[src/rtl/edge_event_unit.sv]
// Multi-channel edge-event detector: sync chain, optional debounce, edge qualify,
// sticky pending with write-1-to-clear, irq summary, saturating event count.
// Build option: define EDGE_DEBOUNCE_EN to compile in the per-channel debounce filter.
module edge_event_unit #(
  parameter int N               = 8,
  parameter int SYNC_STAGES     = 2,
  parameter int DEBOUNCE_CYCLES = 4,
  parameter int CNT_W           = 8
) (
  input  logic             clk,
  input  logic             rst,
  input  logic [N-1:0]     din,
  input  logic [2*N-1:0]   mode,
  input  logic [N-1:0]     clr,
  input  logic             clr_cnt,
  output logic [N-1:0]     pulse,
  output logic [N-1:0]     pending,
  output logic             irq,
  output logic [CNT_W-1:0] evt_cnt
);

  localparam int SW = CNT_W + 7;

  if (SYNC_STAGES < 2 || DEBOUNCE_CYCLES < 1 || N < 1 || N > 32)
  begin : g_bad_cfg
    $error("edge_event_unit: parameter out of range");
  end

  logic [SYNC_STAGES-1:0][N-1:0] sync_q;
  logic [N-1:0] sync_out;
  logic [N-1:0] lvl;
  logic [N-1:0] diff;
  logic [N-1:0] accept;
  logic [N-1:0] lvl_nxt;
  logic [N-1:0] pulse_nxt;
  logic [N-1:0] pending_nxt;
  logic [SW-1:0] sum;
  logic [SW-1:0] tot;
  logic [SW-1:0] cnt_max;
  logic [CNT_W-1:0] cnt_nxt;

  assign sync_out = sync_q[SYNC_STAGES-1];
  assign diff     = sync_out ^ lvl;

  always_ff @(posedge clk or posedge rst) begin
    if (rst) begin
      sync_q <= '0;
    end else begin
      sync_q <= {sync_q[SYNC_STAGES-2:0], din};
    end
  end

`ifdef EDGE_DEBOUNCE_EN
  localparam int DW = $clog2(DEBOUNCE_CYCLES) + 1;
  localparam logic [DW-1:0] DB_LAST = DW'(DEBOUNCE_CYCLES - 1);

  logic [N-1:0][DW-1:0] db_q;

  always_comb begin
    accept = '0;
    for (int i = 0; i < N; i++) begin
      accept[i] = diff[i] && (db_q[i] == DB_LAST);
    end
  end

  // Run length of the disagreeing level; any agreement restarts it.
  always_ff @(posedge clk or posedge rst) begin
    if (rst) begin
      db_q <= '0;
    end else begin
      for (int i = 0; i < N; i++) begin
        if (!diff[i] || accept[i]) begin
          db_q[i] <= '0;
        end else begin
          db_q[i] <= db_q[i] + DW'(1);
        end
      end
    end
  end
`else
  assign accept = diff;
`endif

  always_comb begin
    pulse_nxt = '0;
    for (int i = 0; i < N; i++) begin
      pulse_nxt[i] = accept[i] &&
        (sync_out[i] ? mode[2*i] : mode[2*i+1]);
    end
  end

  assign lvl_nxt     = (lvl & ~accept) | (sync_out & accept);
  assign pending_nxt = pulse_nxt | (pending & ~clr);

  always_comb begin
    cnt_max = {{(SW-CNT_W){1'b0}}, {CNT_W{1'b1}}};
    sum     = SW'($countones(pulse_nxt));
    tot     = sum;
    if (!clr_cnt) begin
      tot = sum + {{(SW-CNT_W){1'b0}}, evt_cnt};
    end
    cnt_nxt = tot[CNT_W-1:0];
    if (tot > cnt_max) begin
      cnt_nxt = {CNT_W{1'b1}};
    end
  end

  always_ff @(posedge clk or posedge rst) begin
    if (rst) begin
      lvl     <= '0;
      pulse   <= '0;
      pending <= '0;
      irq     <= 1'b0;
      evt_cnt <= '0;
    end else begin
      lvl     <= lvl_nxt;
      pulse   <= pulse_nxt;
      pending <= pending_nxt;
      irq     <= |pending_nxt;
      evt_cnt <= cnt_nxt;
    end
  end

endmodule

[config.mk]
export PLATFORM = sky130hd
export DESIGN_NAME = edge_event_unit
export DESIGN_NICKNAME = d
export VERILOG_FILES = /design/src/rtl/edge_event_unit.sv
export SDC_FILE = /design/constraint.sdc
export NUM_CORES = 1
export LEC_CHECK = 0
export BUFFER_PORTS_ARGS = -buffer_cell sky130_fd_sc_hd__buf_2
export CAP_MARGIN = 10
export CORE_ASPECT_RATIO = 1.25
export CORE_UTILIZATION = 29
export CTS_CLUSTER_SIZE = 14
export DETAILED_ROUTE_END_ITERATION = 10
export PLACE_DENSITY = 0.46
export SETUP_SLACK_MARGIN = 0.5
export SYNTH_ARGS = -nofsm -noshare
export SYNTH_HDL_FRONTEND = slang
export SYNTH_SLANG_ARGS = --single-unit
[constraint.sdc]
create_clock -name clk -period 5.35 [get_ports clk]
set_input_delay 0.8025 -clock clk [delete_from_list [all_inputs] [get_ports clk]]
set_output_delay 0.8025 -clock clk [all_outputs]
set_load 0.05 [all_outputs]
# After elaboration in Yosys (flattened, before gate mapping)
# Cells that the tools add are included.
[classes]
muxes = 10
div_mod_pow = 0
bitwise = 8
multipliers = 0
n_eq_ne = 0
order_cmp = 1
shift = 0
addsub = 8
reduce_logical = 9
[op_table]
columns = ["cell", "count"]
rows = [
  ["8-bit AND", 3],
  ["8-bit NOT", 2],
  ["8-bit OR", 2],
  ["15-bit by 8-bit > comparator with 1-bit output (second input constant)", 1],
  ["4-bit by 8-bit adder with 9-bit output", 1],
  ["9-bit two-way mux", 1],
  ["1-bit by 1-bit adder with 2-bit output", 4],
  ["1-bit logical AND", 8],
  ["1-bit two-way mux", 8],
  ["8-bit two-way mux", 1],
  ["8-bit OR reduction", 1],
  ["8-bit XOR", 1],
  ["2-bit by 2-bit adder with 3-bit output", 2],
  ["3-bit by 3-bit adder with 4-bit output", 1],
]
[totals]
mem_count = 0
ramBits = 0
latchBits = 0
mem_bits_ro = 0
regBits = 49
elab_cells = 43

# Logic depth before layout (Yosys ltp)
# Gate-level depths: netlist (run 1).
[depth]
depth_word = 9
depth_mapped = 17
depth_no_buf = 17

# Worst setup path after synthesis (run 1)
# OpenSTA, ideal clock, no wires.
[synth_timing]
path_kind = "input to register"
start = "input mode[0]"
end = "register evt_cnt[6]"
t_arrival_ns = 4.449
path_stages = 16
setup_ns = 0.125
required_ns = 5.225
path_slack_ns = 0.777
cell_sequence = "mux2i_1 > nor2_1 > fa_1 > inv_1 > fa_1 > fa_1 > inv_1 > ha_1 > inv_1 > fa_1 > xnor2_1 > ha_1 > nor2b_1 > o21a_2 > o211ai_1 > mux2_2"
[synth_via]
elab_chain_len = 9
[synth_rtl]
columns = ["element", "line_no", "rtl"]
rows = [
  ["from (decl)", "13", "input logic [2*N-1:0] mode,"],
  ["1-bit two-way mux (*)", "88", "(sync_out[i] ? mode[2*i] : mode[2*i+1]);"],
  ["1-bit logical AND (*)", "87", "pulse_nxt[i] = accept[i] &&"],
  ["named net pulse_nxt[0]", "35", "logic [N-1:0] pulse_nxt;"],
  ["1-bit by 1-bit adder with 2-bit output (not written as such) (*)", "97", "sum = SW'($countones(pulse_nxt));"],
  ["2-bit by 2-bit adder with 3-bit output (not written as such) (*)", "97", ""],
  ["3-bit by 3-bit adder with 4-bit output (not written as such) (*)", "97", ""],
  ["4-bit by 8-bit adder with 9-bit output", "100", "tot = sum + {{(SW-CNT_W){1'b0}}, evt_cnt};"],
  ["9-bit two-way mux (*)", "99", "if (!clr_cnt) begin"],
  ["15-bit by 8-bit > comparator with 1-bit output", "103", "if (tot > cnt_max) begin"],
  ["8-bit two-way mux (*)", "103", ""],
  ["named net cnt_nxt[6]", "40", "logic [CNT_W-1:0] cnt_nxt;"],
  ["to (signal assigned)", "120", "evt_cnt <= cnt_nxt;"],
  ["to (decl)", "19", "output logic [CNT_W-1:0] evt_cnt"],
]
# Mark *: on every way through the listed nets, which the timed path passes. The rest lies on a longest branch.

# Worst setup path after layout (run 1)
[layout_timing]
start = "input mode[6]"
end = "register evt_cnt[6]"
# The elaborated chain is that of the path after synthesis.

==> summary.md, run 1 <==
| Metric | Value |
|---|---|
| Status | `finished, final reports clean` |
| Area Overhead vs Synth | `24.7%` |
| Crit-path most repeated cell | `fa_1` |
| Initial core utilization | `0.303` |
| Syn Inst Count | `183` |
| Via/cell ratio | `4.35` |
| Clock transition at path regs | `90 ps` |
| Post-Syn Nets | `246` |
| # DRC | `0` |
| CP Launch Type | `input pin` |
| Commonest non-fill, non-tap cells in the layout | `buf_2 (59), dfrtp_1 (49), inv_1 (31)` |
| Pre-antenna DRT Iters | `4` |
| Clock skew | `7.51 ps` |
| Flop2flop setup slack | `760 ps` |
| Fin crit period | `4610 ps` |
| Synth top area share | `0.541` |
| Commonest non-fill, non-tap cell in the layout | `buf_2` |
| Critical path peak fanout | `5` |
| Total GRT Usage | `0.115` |
| Vias | `1484` |
| Sequential area share after synthesis | `0.541` |
| Setup Buffers After CTS | `0` |
| Final count of hold timing violations | `0` |
| Slew HR | `0.312` |
| Crit path max-delay cell type | `fa_1` |
| Worst Tran Pin Value | `1030 ps` |
| Initial drt markers | `69` |
| Die area | `0.00817 mm2` |
| Hold Path Class | `flop to flop` |
| Number of global-route vias before repair | `1554` |
| Yosys warns | `0` |
| Nets | `311` |
| Core Region | `0.00749 mm2` |
| TritonCTS Buffers | `5` |
| Top post-synthesis cells by area | `dfrtp_1 (54%), ha_1 (13%), inv_1 (5.3%)` |
| Yosys reg bits | `49` |
| Mapped Area | `0.00227 mm2` |
| Setup Total Neg Slack | `0 ps` |
| Final period util | `0.862` |
| Cell area power density | `456 mW/mm2` |
| First-pass GRT wire length | `7.02 mm` |
| Required time of the critical path | `5540 ps` |
| RePlAce Congestion | `0.689` |
| Post-DP HPWL | `3.23 mm` |
| Clk buf depth | `2` |
| CTS tree | `done` |
| Peak supply drop | `0.206 mV` |
| Syn avg cell area | `12.4 um2` |
| Final slew viol count | `0` |
| CTS Root Cell | `clkbuf_8` |
| DRT Wirelength | `4.26 mm` |
| Worst skew pair latency | `300 ps` |
| CP Class | `input pin to flop` |
| Yosys cell types | `32` |
| Peak Freq | `217 MHz` |
| Post-layout util | `0.377` |
| Port bufs | `59` |
| Number of hold buffers added after CTS | `0` |
| Worst EP arrival | `4810 ps` |
| I/O Pins | `60` |
| Setup violators final | `0` |
| Rows | `35` |
| Grt total ovfl | `0` |
| Largest net degree at the start of global routing | `50` |
| Crit. End Element | `flop` |
| Tot Pwr | `0.00129 W` |
| Leak | `1.48 nW` |
| Post_cts resized | `0` |
| Sink Count | `49` |
| DR WL/cell | `12.5 um` |
| Die width | `81.1 um` |
| Share of cells above drive strength 1 | `0.361` |
| Unrepaired setup endpoints after global routing | `no` |
| Die height | `101 um` |
| H-tree Lvls | `2` |
| Leading area contributor after synthesis | `dfrtp_1` |
| CP peak stage delay | `510 ps` |
| Initial antenna violation count | `0` |
| Post-route ant nets | `0` |
| CP Cell Sequence | `buf_2 > mux2i_1 > nor2_1 > fa_1 > inv_1 > fa_1 > fa_1 > inv_1 > ha_1 > inv_1 > fa_1 > xnor2_2 > ha_1 > nor2b_1 > o21a_2 > o211ai_1 > mux2_2` |
| Maxcap violations | `0` |
| Number of diodes | `0` |
report_power, final:
group	switching, W	internal, W
registers	0.0000322	0.000425
clock network	0.000128	0.000188
logic	0.000327	0.000187
total	0.000487	0.000800
flip-flops by register name, summed over array words and instances, names as in the netlist:
name,flops
sync_out,8
pending,8
evt_cnt,8
lvl,8
sync_q,8
pulse,8
irq,1
cells by family after synthesis:
logic type	after synthesis	share of synthesized area
buffers and inverters	33	0.0547
AOI/OAI and AO/OA	24	0.0823
and+or+nand+nor	36	0.0928
xor gates and xnor gates	1	0.00387
adders and majority gates	28	0.171
DFF	49	0.541
muxes	12	0.0541
routing by layer:
layer | GRT usage | share of wire | vias to the layer above | wire length, um
li1 | - | - | 735 | -
met1 | 0.136 | 0.44 | 704 | 1860
met2 | 0.194 | 0.49 | 39 | 2070
met3 | 0.0308 | 0.060 | 6 | 255
met4 | 0.0453 | 0.016 | 0 | 70
met5 | 0 | 0 | - | 0
worst max-delay path: cells and delay by family:
kind / cells / cell delay (ps)
AO/OA/AOI/OAI: 2 / 460
XOR/XNOR: 1 / 160
adder cells (fa/ha/maj): 6 / 2300
buffers and inverters: 4 / 270
multiplexers: 2 / 550
AND/OR/NAND/NOR: 2 / 270
cell type report:
cell class                 instances  area [um2]
clock buffer                       5        68.8
clock inverter                     3        68.8
fill                             761        4660
inverter                          32         120
multi-input combinational        101         931
sequential                        49        1230
tap                               92         115
timing repair buffer              59         295
path summary, 6_finish.rpt:
kind,startpoint,endpoint,depth (start not counted)
max,mode[6],evt_cnt[6],17
max reg2reg,sync_out[3],evt_cnt[6],16
min reg2reg,sync_q[1],sync_out[1],0
min in group asynchronous,rst,sync_out[3],2
min,sync_q[1],sync_out[1],0
max in group asynchronous,rst,evt_cnt[1],2
Yosys cell counts:
library cell,count
dfrtp_1,49
inv_1,32
ha_1,23
or2_2,12
mux2i_1,10
o22ai_1,8
nor2_1,7
fa_1,5
nand2_1,5
nor2b_1,4
o311ai_0,3
a21oi_1,2
mux2_2,2
nor3_1,2
nor4_1,2
a2111oi_2,1
a211oi_1,1
a211oi_2,1
a21o_2,1
clkbuf_1,1
nand3_1,1
nand4_1,1
nor3b_1,1
nor4b_4,1
o211ai_1,1
o21a_1,1
o21a_2,1
o21ai_0,1
o21ai_2,1
o21bai_2,1
o31ai_1,1
xnor2_1,1
per-stage QoR:
stage	hold WS, ps	cells	setup slack, ps	instance area (um2)
3_5_place_dp	335	333	375	2670
4_1_cts	357	341	698	2810
6_report	352	341	739	2830
3_3_place_gp	333	333	456	2670
5_1_grt	366	341	490	2830
2_1_floorplan	331	183	777	2270
No activity file was read; power rests on OpenSTA's default activity.
==> inputs of run 2 (changes only) <==
==> constraint.sdc (replaced) <==
create_clock -name clk -period 5.35 [get_ports clk]
set_input_delay 0.2675 -clock clk [delete_from_list [all_inputs] [get_ports clk]]
set_output_delay 0.2675 -clock clk [all_outputs]
set_load 0.05 [all_outputs]
==> summary.md, run 2 (same netlist as run 1, synthesis figures left out) <==
| Metric | Value |
|---|---|
| CP Launch Type | `flop` |
| H-tree Lvls | `2 (unchanged)` |
| I/O Pins | `60 (unchanged)` |
| Worst EP arrival | `4740 ps (-70 ps)` |
| Final slew viol count | `0 (unchanged)` |
| Share of cells above drive strength 1 | `0.369 (+0.00803)` |
| Crit-path most repeated cell | `fa_1` |
| CTS Root Cell | `clkbuf_8` |
| Cell area power density | `458 mW/mm2 (+0.45%)` |
| Number of global-route vias before repair | `1476 (-5.0%)` |
| First-pass GRT wire length | `7.13 mm (+1.6%)` |
| Die area | `0.00817 mm2 (unchanged)` |
| Post-DP HPWL | `3.26 mm (+0.83%)` |
| Setup Total Neg Slack | `0 ps (unchanged)` |
| Peak supply drop | `0.208 mV (+0.61%)` |
| Largest net degree at the start of global routing | `50 (unchanged)` |
| Setup violators final | `0 (unchanged)` |
| Setup Buffers After CTS | `0 (unchanged)` |
| Vias | `1504 (+1.3%)` |
| Crit. End Element | `flop` |
| Unrepaired setup endpoints after global routing | `no` |
| Required time of the critical path | `5550 ps (about the same)` |
| Crit path max-delay cell type | `fa_1` |
| Initial antenna violation count | `0 (unchanged)` |
| RePlAce Congestion | `0.666 (-3.2%)` |
| Die width | `81.1 um (unchanged)` |
| CP Cell Sequence | `ha_1 > nor2_2 > fa_1 > inv_1 > fa_1 > fa_1 > inv_1 > ha_1 > inv_1 > fa_1 > xnor2_1 > ha_1 > nor2b_1 > o21a_2 > o211ai_1 > mux2_2` |
| Pint | `0.000799 W (about the same)` |
| Clock skew | `6.79 ps (-0.718 ps)` |
| Clock power frac | `0.249 (+0.003)` |
| Area Overhead vs Synth | `24.4%` |
| Setup ws final | `806 ps (+67.1 ps)` |
| Final count of hold timing violations | `0 (unchanged)` |
| TritonCTS Buffers | `5 (unchanged)` |
| Status | `finished, final reports clean` |
| CTS tree | `done` |
| Worst Tran Pin Value | `1030 ps (+2.76 ps)` |
| Clock transition at path regs | `100 ps (about the same)` |
| DRT Wirelength | `4.33 mm (+1.6%)` |
| Sink Count | `49 (unchanged)` |
| Net Sw Power | `0.000490 W (+0.63%)` |
| Final period util | `0.849 (-0.0126)` |
| Final Cell Area | `0.00282 mm2 (-0.27%)` |
| Worst skew pair latency | `300 ps (about the same)` |
| Fin crit period | `4540 ps (-67.1 ps)` |
| Via/cell ratio | `4.41 (+1.3%)` |
| Core Region | `0.00749 mm2 (unchanged)` |
| Slew HR | `0.310 (-0.00184)` |
| Dpl cell area | `0.00267 mm2 (unchanged)` |
| Die height | `101 um (unchanged)` |
| Combinational share of power | `0.396 (-0.003)` |
| Hold Path Class | `input pin to flop` |
| Initial drt markers | `40 (-42%)` |
| Port bufs | `59 (unchanged)` |
| Grt total ovfl | `0 (unchanged)` |
| Switching share of power | `0.380 (+0.00169)` |
| Setup WS pre-CTS | `732 ps (+357 ps)` |
| Rows | `35 (unchanged)` |
| Filler cells | `738 (-3.0%)` |
| Initial core utilization | `0.303 (unchanged)` |
| Clk buf depth | `2 (unchanged)` |
| Pre-antenna DRT Iters | `4 (unchanged)` |
| Leak | `1.48 nW (-0.56%)` |
| # DRC | `0 (unchanged)` |
| Commonest non-fill, non-tap cell in the layout | `buf_2` |
| Area of the multi-input gates | `923 um2 (-0.81%)` |
| Critical path peak fanout | `5 (unchanged)` |
| Peak Freq | `220 MHz (+1.5%)` |
| Post-route ant nets | `0 (unchanged)` |
| CP Class | `flop to flop` |
| Number of diodes | `0 (unchanged)` |
| Commonest non-fill, non-tap cells in the layout | `buf_2 (59), dfrtp_1 (49), inv_1 (31)` |
| Flop pwr share | `0.355 (about the same)` |
| Reg area | `0.00123 mm2 (unchanged)` |
| Maxcap violations | `0 (unchanged)` |
| DR WL/cell | `12.7 um (+1.6%)` |
| Total GRT Usage | `0.117 (+0.00280)` |
| CP peak stage delay | `450 ps (-60 ps)` |
| Nets | `311 (unchanged)` |
-- run 2: changes by cell type in the layout (fill, tap and decap cells not counted) --
cell	previous run	this run
nor2_1	7	4
xnor2_2	1	0
xnor2_1	0	1
o21ai_4	1	0
nor2_2	0	3
o21ai_2	0	1
-- run 2: final timing paths --
path | startpoint | endpoint | slack, ps | cells past startpoint
max reg2reg | sync_out[3] | evt_cnt[6] | 810 | 16
max in group asynchronous | rst | evt_cnt[0] | 4500 | 2
min reg2reg | sync_q[1] | sync_out[1] | 350 | 0
min | din[4] | sync_q[4] | 60 | 1
max | sync_out[3] | evt_cnt[6] | 810 | 16
min in group asynchronous | rst | lvl[3] | 200 | 2
-- run 2: critical path: cells and delay by family (launching register included) --
| kind | cells | cell delay [ps] |
|---|---|---|
| xor+xnor | 1 | 210 |
| fa+ha+maj | 7 | 2500 |
| compound gates | 2 | 440 |
| simple gates | 2 | 310 |
| buf+inv | 3 | 210 |
| flops | 1 | 420 |
| mux | 1 | 350 |
-- run 2: repair_timing --
| item | in CTS | in global routing |
|---|---|---|
| resized for setup | 0 | 3 |
| endpoints found under the setup margin | 0 | 4 |
| hold buffers | 0 | 0 |
-- run 2: final cells by class --
class,instances,share of cell area
clock buffer,5,0.0244
tap,92,0.0409
sequential,49,0.435
inverter,32,0.0426
timing repair buffer,59,0.105
multi-input combinational,101,0.328
clock inverter,3,0.0244
-- run 2: power by group through the flow --
stage / clock network, W / registers (W) / logic (W)
final: 0.000321 / 0.000457 / 0.000511
after global routing: 0.000346 / 0.000467 / 0.000582
after CTS: 0.000331 / 0.000459 / 0.000522
after detailed placement: 0 / 0.000466 / 0.000519
after global placement: 0 / 0.000466 / 0.000510
after floorplan: 0 / 0.000594 / 0.000265
-- run 2: per-layer routing --
metal,up-vias,GRT usage,wire length [um]
met5,-,0,0
met4,0,0.0453,69
met2,43,0.186,2070
met1,726,0.150,1920
li1,730,-,-
met3,5,0.0326,267
-- run 2: through the flow --
| stage | hold slack [ps] | cells | total power, W | util |
|---|---|---|---|---|
| after global placement | 332 | 333 | 0.000976 | 0.357 |
| after global routing | 35.5 | 341 | 0.00140 | 0.376 |
| after detailed placement | 335 | 333 | 0.000985 | 0.357 |
| final | 61.1 | 341 | 0.00129 | 0.376 |
| after floorplan | 299 | 183 | 0.000859 | - |
| after CTS | 48.3 | 341 | 0.00131 | 0.375 |
